File: src/rtl/multi_cycle_controller_pkg.sv
// Shared encodings for the multi-cycle MIPS controller: FSM states, opcode/funct
// constants, ALUOp codes, datapath mux selects and the instruction classifier.
package multi_cycle_controller_pkg;

  typedef enum logic [2:0] {
    ST_IF  = 3'd0,
    ST_ID  = 3'd1,
    ST_EX  = 3'd2,
    ST_MEM = 3'd3,
    ST_WB  = 3'd4
  } state_e;

  localparam logic [5:0] OP_RTYPE = 6'h00;
  localparam logic [5:0] OP_J     = 6'h02;
  localparam logic [5:0] OP_JAL   = 6'h03;
  localparam logic [5:0] OP_BEQ   = 6'h04;
  localparam logic [5:0] OP_ADDI  = 6'h08;
  localparam logic [5:0] OP_ADDIU = 6'h09;
  localparam logic [5:0] OP_SLTI  = 6'h0A;
  localparam logic [5:0] OP_SLTIU = 6'h0B;
  localparam logic [5:0] OP_ANDI  = 6'h0C;
  localparam logic [5:0] OP_LUI   = 6'h0F;
  localparam logic [5:0] OP_LW    = 6'h23;
  localparam logic [5:0] OP_SW    = 6'h2B;

  localparam logic [5:0] FN_SLL   = 6'h00;
  localparam logic [5:0] FN_SRL   = 6'h02;
  localparam logic [5:0] FN_SRA   = 6'h03;
  localparam logic [5:0] FN_JR    = 6'h08;
  localparam logic [5:0] FN_JALR  = 6'h09;
  localparam logic [5:0] FN_ALU_LO = 6'h20;
  localparam logic [5:0] FN_ALU_HI = 6'h27;
  localparam logic [5:0] FN_SLT   = 6'h2A;
  localparam logic [5:0] FN_SLTU  = 6'h2B;
  localparam logic [5:0] FN_X2F   = 6'h2F;

  localparam logic [3:0] ALU_ADD   = 4'b0000;
  localparam logic [3:0] ALU_SUB   = 4'b0001;
  localparam logic [3:0] ALU_FUNCT = 4'b0010;
  localparam logic [3:0] ALU_AND   = 4'b0100;
  localparam logic [3:0] ALU_SLT   = 4'b0101;
  localparam logic [3:0] ALU_ADDU  = 4'b1000;
  localparam logic [3:0] ALU_SLTU  = 4'b1101;

  localparam logic [1:0] RD_RT = 2'b00, RD_RD = 2'b01, RD_RA = 2'b10;
  localparam logic [1:0] M2R_ALUOUT = 2'b00, M2R_MDR = 2'b01, M2R_PC = 2'b10;
  localparam logic [1:0] SA_PC = 2'b00, SA_A = 2'b01, SA_SHAMT = 2'b10;
  localparam logic [1:0] SB_B = 2'b00, SB_FOUR = 2'b01, SB_IMM = 2'b10, SB_IMM_SL2 = 2'b11;
  localparam logic [1:0] PCS_ALU = 2'b00, PCS_ALUOUT = 2'b01, PCS_JUMP = 2'b10, PCS_A = 2'b11;

  typedef enum logic [3:0] {
    IC_ILLEGAL, IC_R_ALU, IC_R_SHIFT, IC_JR, IC_JALR,
    IC_IMM, IC_LW, IC_SW, IC_BEQ, IC_J, IC_JAL
  } iclass_e;

  typedef struct packed {
    logic       pc_write;
    logic       pc_write_cond;
    logic       iord;
    logic       mem_read;
    logic       mem_write;
    logic       ir_write;
    logic       reg_write;
    logic       ext_op;
    logic       lui_op;
    logic [1:0] reg_dst;
    logic [1:0] mem_to_reg;
    logic [1:0] alu_src_a;
    logic [1:0] alu_src_b;
    logic [1:0] pc_source;
    logic [3:0] alu_op;
  } ctrl_t;

  function automatic iclass_e classify(input logic [5:0] op, input logic [5:0] fn);
    iclass_e c;
    c = IC_ILLEGAL;
    case (op)
      OP_RTYPE: begin
        if (fn == FN_SLL || fn == FN_SRL || fn == FN_SRA)           c = IC_R_SHIFT;
        else if (fn == FN_JR)                                       c = IC_JR;
        else if (fn == FN_JALR)                                     c = IC_JALR;
        else if ((fn >= FN_ALU_LO && fn <= FN_ALU_HI) || fn == FN_SLT ||
                 fn == FN_SLTU || fn == FN_X2F)                     c = IC_R_ALU;
        else                                                        c = IC_ILLEGAL;
      end
      OP_J:     c = IC_J;
      OP_JAL:   c = IC_JAL;
      OP_BEQ:   c = IC_BEQ;
      OP_LW:    c = IC_LW;
      OP_SW:    c = IC_SW;
      OP_ADDI, OP_ADDIU, OP_SLTI, OP_SLTIU, OP_ANDI, OP_LUI: c = IC_IMM;
      default:  c = IC_ILLEGAL;
    endcase
    return c;
  endfunction

endpackage

File: src/rtl/multi_cycle_controller_decode.sv
// Combinational half of the controller: next state and all datapath controls
// derived from the current state and the instruction fields.
module controller_decode
  import multi_cycle_controller_pkg::*;
(
  input  state_e     state_i,
  input  logic [5:0] opcode_i,
  input  logic [5:0] funct_i,
  output state_e     state_next_o,
  output ctrl_t      ctrl_o
);

  iclass_e iclass;
  assign iclass = classify(opcode_i, funct_i);

  always_comb begin
    state_next_o = ST_IF;
    case (state_i)
      ST_IF: state_next_o = ST_ID;
      ST_ID: begin
        if (iclass == IC_ILLEGAL || iclass == IC_J || iclass == IC_JAL) state_next_o = ST_IF;
        else                                                             state_next_o = ST_EX;
      end
      ST_EX: begin
        case (iclass)
          IC_LW, IC_SW:                   state_next_o = ST_MEM;
          IC_R_ALU, IC_R_SHIFT, IC_IMM:   state_next_o = ST_WB;
          default:                        state_next_o = ST_IF;
        endcase
      end
      ST_MEM:  state_next_o = (iclass == IC_LW) ? ST_WB : ST_IF;
      default: state_next_o = ST_IF;
    endcase
  end

  always_comb begin
    ctrl_o = '0;
    case (state_i)
      ST_IF: begin
        ctrl_o.mem_read  = 1'b1;
        ctrl_o.ir_write  = 1'b1;
        ctrl_o.pc_write  = 1'b1;
        ctrl_o.alu_src_a = SA_PC;
        ctrl_o.alu_src_b = SB_FOUR;
        ctrl_o.alu_op    = ALU_ADD;
        ctrl_o.pc_source = PCS_ALU;
      end
      ST_ID: begin
        // Branch target is computed speculatively into ALUOut for every opcode.
        ctrl_o.alu_src_a = SA_PC;
        ctrl_o.alu_src_b = SB_IMM_SL2;
        ctrl_o.ext_op    = 1'b1;
        ctrl_o.alu_op    = ALU_ADD;
        if (iclass == IC_J || iclass == IC_JAL) begin
          ctrl_o.pc_write  = 1'b1;
          ctrl_o.pc_source = PCS_JUMP;
        end
        if (iclass == IC_JAL) begin
          ctrl_o.reg_write  = 1'b1;
          ctrl_o.reg_dst    = RD_RA;
          ctrl_o.mem_to_reg = M2R_PC;
        end
      end
      ST_EX: begin
        case (iclass)
          IC_R_ALU, IC_R_SHIFT: begin
            ctrl_o.alu_src_a = (iclass == IC_R_SHIFT) ? SA_SHAMT : SA_A;
            ctrl_o.alu_src_b = SB_B;
            ctrl_o.alu_op    = ALU_FUNCT;
          end
          IC_JR, IC_JALR: begin
            ctrl_o.pc_write  = 1'b1;
            ctrl_o.pc_source = PCS_A;
            if (iclass == IC_JALR) begin
              ctrl_o.reg_write  = 1'b1;
              ctrl_o.reg_dst    = RD_RD;
              ctrl_o.mem_to_reg = M2R_PC;
            end
          end
          IC_IMM: begin
            ctrl_o.alu_src_a = SA_A;
            ctrl_o.alu_src_b = SB_IMM;
            case (opcode_i)
              OP_ADDI:  begin ctrl_o.alu_op = ALU_ADD;  ctrl_o.ext_op = 1'b1; end
              OP_ADDIU: begin ctrl_o.alu_op = ALU_ADDU; ctrl_o.ext_op = 1'b1; end
              OP_ANDI:  begin ctrl_o.alu_op = ALU_AND;  ctrl_o.ext_op = 1'b0; end
              OP_SLTI:  begin ctrl_o.alu_op = ALU_SLT;  ctrl_o.ext_op = 1'b1; end
              OP_SLTIU: begin ctrl_o.alu_op = ALU_SLTU; ctrl_o.ext_op = 1'b1; end
              OP_LUI:   begin ctrl_o.alu_op = ALU_ADD;  ctrl_o.lui_op = 1'b1; end
              default:  ctrl_o.alu_op = ALU_ADD;
            endcase
          end
          IC_LW, IC_SW: begin
            ctrl_o.alu_src_a = SA_A;
            ctrl_o.alu_src_b = SB_IMM;
            ctrl_o.ext_op    = 1'b1;
            ctrl_o.alu_op    = ALU_ADD;
          end
          IC_BEQ: begin
            ctrl_o.alu_src_a     = SA_A;
            ctrl_o.alu_src_b     = SB_B;
            ctrl_o.alu_op        = ALU_SUB;
            ctrl_o.pc_write_cond = 1'b1;
            ctrl_o.pc_source     = PCS_ALUOUT;
          end
          default: ctrl_o = '0;
        endcase
      end
      ST_MEM: begin
        ctrl_o.iord      = 1'b1;
        ctrl_o.mem_read  = (iclass == IC_LW);
        ctrl_o.mem_write = (iclass == IC_SW);
      end
      ST_WB: begin
        ctrl_o.reg_write = 1'b1;
        if (iclass == IC_LW) begin
          ctrl_o.reg_dst    = RD_RT;
          ctrl_o.mem_to_reg = M2R_MDR;
        end else if (iclass == IC_R_ALU || iclass == IC_R_SHIFT) begin
          ctrl_o.reg_dst    = RD_RD;
          ctrl_o.mem_to_reg = M2R_ALUOUT;
        end else begin
          ctrl_o.reg_dst    = RD_RT;
          ctrl_o.mem_to_reg = M2R_ALUOUT;
        end
      end
      default: ctrl_o = '0;
    endcase
  end

endmodule

File: src/rtl/multi_cycle_controller.sv
// Multi-cycle MIPS control unit: holds the FSM state register and forces all
// controls low while reset is asserted.
module multi_cycle_controller
  import multi_cycle_controller_pkg::*;
(
  input  logic       clk,
  input  logic       reset,
  input  logic [5:0] OpCode,
  input  logic [5:0] Funct,
  output logic       PCWrite,
  output logic       PCWriteCond,
  output logic       IorD,
  output logic       MemRead,
  output logic       MemWrite,
  output logic       IRWrite,
  output logic       RegWrite,
  output logic       ExtOp,
  output logic       LuiOp,
  output logic [1:0] RegDst,
  output logic [1:0] MemtoReg,
  output logic [1:0] ALUSrcA,
  output logic [1:0] ALUSrcB,
  output logic [1:0] PCSource,
  output logic [3:0] ALUOp
);

  state_e state_q, state_d;
  ctrl_t  ctrl, ctrl_out;

  always_ff @(posedge clk or posedge reset) begin
    if (reset) state_q <= ST_IF;
    else       state_q <= state_d;
  end

  controller_decode u_decode (
    .state_i      (state_q),
    .opcode_i     (OpCode),
    .funct_i      (Funct),
    .state_next_o (state_d),
    .ctrl_o       (ctrl)
  );

  // State already reads IF during reset, so the IF strobes must be masked here.
  assign ctrl_out = reset ? '0 : ctrl;

  assign PCWrite     = ctrl_out.pc_write;
  assign PCWriteCond = ctrl_out.pc_write_cond;
  assign IorD        = ctrl_out.iord;
  assign MemRead     = ctrl_out.mem_read;
  assign MemWrite    = ctrl_out.mem_write;
  assign IRWrite     = ctrl_out.ir_write;
  assign RegWrite    = ctrl_out.reg_write;
  assign ExtOp       = ctrl_out.ext_op;
  assign LuiOp       = ctrl_out.lui_op;
  assign RegDst      = ctrl_out.reg_dst;
  assign MemtoReg    = ctrl_out.mem_to_reg;
  assign ALUSrcA     = ctrl_out.alu_src_a;
  assign ALUSrcB     = ctrl_out.alu_src_b;
  assign PCSource    = ctrl_out.pc_source;
  assign ALUOp       = ctrl_out.alu_op;

endmodule

File: config.mk
export PLATFORM = sky130hd
export DESIGN_NAME = multi_cycle_controller
export DESIGN_NICKNAME = d
export VERILOG_FILES = /design/src/rtl/multi_cycle_controller_pkg.sv /design/src/rtl/multi_cycle_controller_decode.sv /design/src/rtl/multi_cycle_controller.sv
export SDC_FILE = /design/constraint.sdc
export NUM_CORES = 1
export LEC_CHECK = 0
export ABC_AREA = 1
export CORE_AREA = 3 3 47 49
export CTS_BUF_LIST = sky130_fd_sc_hd__clkbuf_4 sky130_fd_sc_hd__clkbuf_8
export DETAILED_ROUTE_END_ITERATION = 7
export DIE_AREA = 0 0 50 52
export GPL_ROUTABILITY_DRIVEN = 0
export PLACE_DENSITY_LB_ADDON = 0.3
export SLEW_MARGIN = 20
export SYNTH_ARGS = -nofsm -noshare
export SYNTH_HDL_FRONTEND = slang
export SYNTH_SLANG_ARGS = --single-unit
File: constraint.sdc
create_clock -name clk -period 2.3 [get_ports clk]
set_input_delay 0.46 -clock clk [delete_from_list [all_inputs] [get_ports clk]]
set_output_delay 0.46 -clock clk [all_outputs]
set_load 0.01 [all_outputs]
==> impl_results.md <==
* Clock power share at 16.4%
* Simple-gate share of the synthesized area at 63.3%
* Overall routed net length at 5.86 mm
* Buffer depth of the longest clock path at 2
* Sequential element share of the synthesized area at 9.30%
* Run status: finished with violations
* Hold WS at 0.523 ns
* Mean instance size in the synthesized netlist at 4.92 um2
* Setup Slack @ Placement at -0.859 ns
* Final hold violations at 0
* Die outline width at 50 um
* Number of buffers created by CTS at 3
* Number of clock sinks at 3
* Yosys warning count at 0
* Worst slew margin at 79.7%
* Internal Pwr Total at 0.000337 W
* Most common library cell in the layout ignoring fill and taps: sky130_fd_sc_hd__buf_4
* Maximum number of pins on one net before global-route repair at 6
* Final HPWL from detailed placement at 2.51 mm
* Count of cell types in the netlist at 24
* Max cap viols at 0
* Violations in the final reports: setup timing
* Max VDD drop at 0.348 mV
* Setup repair after global routing missed its margin: yes
* Final worst-path cycle share at 107%
* Compound-Gate Fraction of Synth Area at 9.77%
* Class of the tightest hold or removal check: reg2reg
* Placed cells at 257
* Mux cell area share after synthesis at 0%
* Critical path arrival at 2.00 ns
* Floorplan Core Area at 0.00190 mm2
* Count of state elements after synthesis at 3
* Post-Synth XOR/XNOR Area at 0%
* Largest fanout of any net on the critical path at 5
* Fraction of layout instances using a drive strength above 1 at 65.2%
* Adder-cell share of the synthesized area at 0%
* Global route overflow at 0
* Min cycle time layout at 2.46 ns
* Routed length per instance at 20.9 um
* DRC violation count after routing at 0
* # H-tree levels at 1
* Leak Pwr at 1.01 nW
* Worst Path Required at 1.84 ns
* PnR worst setup slack at -0.161 ns
* Antenna-violating nets left at 0
* Starting DRC count in detailed routing at 113
* Final setup viols at 15
* Power per Cell Area at 368 mW/mm2
* Number of buffers inserted for hold repair after clock tree synthesis at 0
* CTS tree: built
* Pin slew with the least headroom to its limit at 0.303 ns
* I/O Buffers at 36
* I/O pins at 37
* Final max-slew violation count at 0
* Worst Skew at 0.00108 ns
* Total global routing track utilization at 31.0%
* Max FFs per register at 3
* Switching share of power at 49.7%
* Clk pin slew, worst setup/hold paths at 0.04 ns
* Total Power Consumption at 0.000669 W
* Synthesis-to-layout area growth at 125%
* Kind of end point of the critical path: primary output
* Sw power at 0.000332 W
* Clk Latency, worst-skew pair at 0.23 ns
* Top register by number of flip-flops: state_q
* Wire length of the first global-routing pass at 6.35 mm
* Diodes inserted at 0
* Vias after detailed routing at 1,750
* Sequential share of power at 14.0%
* Proportion of power drawn by combinational gates at 69.5%
* Cell row count at 16
* Die height at 52 um
* Post-synthesis net count at 178
* Die area at 0.00260 mm2
* Biggest registers after layout: state_q (3)
* Final standard cell count with taps included and fillers excluded at 280
* Antenna violations before repair at 0
* Highest clock rate at 406 MHz
* Cell area after technology mapping at 807 um2
* Pre-Repair DR Iteration Count at 5
* Fill cells at 46
* Number of nets in the layout at 268
* Via/cell ratio at 6.25
* Number of global-route vias before repair at 1,456
* Critical path class: in2out
* Combinational family with the most area after synthesis: simple AND/OR/NAND/NOR gates
* Effective utilization at floorplan at 42.4%
* Root buffer selected by CTS: sky130_fd_sc_hd__clkbuf_4
* Mapped Cells at 164
* Commonest cells after routing, fill and taps aside: sky130_fd_sc_hd__buf_4, sky130_fd_sc_hd__nand2_1, sky130_fd_sc_hd__inv_1, sky130_fd_sc_hd__nand2_2, sky130_fd_sc_hd__nor2_1
* Startpoint type of the worst setup path: input pin
==> worst max-delay path, cell delays in order <==
cell	delay, ns
sky130_fd_sc_hd__buf_6	0.12
sky130_fd_sc_hd__inv_1	0.10
sky130_fd_sc_hd__nor2_1	0.10
sky130_fd_sc_hd__nand3_2	0.12
sky130_fd_sc_hd__nand2_4	0.07
sky130_fd_sc_hd__nor2_4	0.17
sky130_fd_sc_hd__nand4_1	0.18
sky130_fd_sc_hd__nor2_2	0.19
sky130_fd_sc_hd__nand2_2	0.08
sky130_fd_sc_hd__nand3_2	0.09
sky130_fd_sc_hd__nand2_2	0.07
sky130_fd_sc_hd__nand2_1	0.10
sky130_fd_sc_hd__buf_2	0.14
==> area by class of cell <==
cell class	count	area (um2)	area share, %
inverter	37	146	8.06
multi-input combinational	124	877	48.3
sequential	3	78.8	4.34
clock buffer	4	30.0	1.65
tap	27	33.8	1.86
timing repair buffer	85	651	35.8
==> through the flow <==
stage	setup TNS, ns	cell area (um2)	util [%]
CTS	-0.0285	1580	83.0
floorplan	0	807	-
global route	-2.36	1820	95.5
global placement	-12.60	1430	75.2
finish	-1.29	1820	95.5
detailed placement	-13.88	1430	75.2
==> synth_stat cells, drive strengths merged <==
master / number / area share [%]
inv: 37 / 17
dfrtp: 3 / 9.3
a21oi: 3 / 1.9
a31oi: 1 / 0.78
nor3: 5 / 4.5
o211ai: 1 / 0.93
o2111ai: 1 / 1.1
clkbuf: 1 / 0.46
nand4: 4 / 3.1
nand3: 19 / 12
nor4: 1 / 0.78
nand3b: 1 / 0.93
nand2: 45 / 22
nor2: 35 / 19
a211oi: 1 / 0.93
o21ai: 6 / 4.2
==> kinds of logic after synthesis <==
kind of cell	after synthesis
flip-flops	3
buffers and inverters	38
AND/OR/NAND/NOR	110
AO/OA/AOI/OAI	13
==> what timing repair did <==
| action | in CTS | in global routing |
|---|---|---|
| hold endpoints to repair | 0 | 0 |
| buffers inserted | 9 | 9 |
| gates resized for setup | 118 | 108 |
| pin swaps | 24 | 38 |
| endpoints found under the setup margin | 22 | 20 |
| gates cloned | 1 | 0 |
==> power groups by stage <==
stage | Clock, W | Combinational (W) | Sequential, W
after detailed placement | 0 | 0.000353 | 0.0000891
after floorplan | 0 | 0.000163 | 0.0000835
after global routing | 0.000115 | 0.000481 | 0.0000958
after CTS | 0.000104 | 0.000363 | 0.0000921
final | 0.000110 | 0.000465 | 0.0000939
after global placement | 0 | 0.000345 | 0.0000868
==> routing by layer <==
metal  track usage, %  part of all wire [%]  up-vias
met2             59.6                    47      195
li1                 -                     -      696
met4             13.4                   9.5        0
met5                0                     0        -
met3             2.01                    12       69
met1             34.8                    32      790
==> final timing paths <==
path | from | endpoint | slack, ns | cells after the start
worst max-delay path | OpCode[1] | PCWrite | -0.16 | 13
worst min-delay path | state_q[0]$_DFF_PP0_ | state_q[0]$_DFF_PP0_ | 0.52 | 1
worst max register to register | state_q[2]$_DFF_PP0_ | state_q[2]$_DFF_PP0_ | 1.08 | 4
worst min register to register | state_q[0]$_DFF_PP0_ | state_q[0]$_DFF_PP0_ | 0.52 | 1
max in group asynchronous | reset | state_q[0]$_DFF_PP0_ | 1.57 | 4
min in group asynchronous | reset | state_q[2]$_DFF_PP0_ | 0.61 | 4
Note: power is estimated with default switching activity, not from simulation.
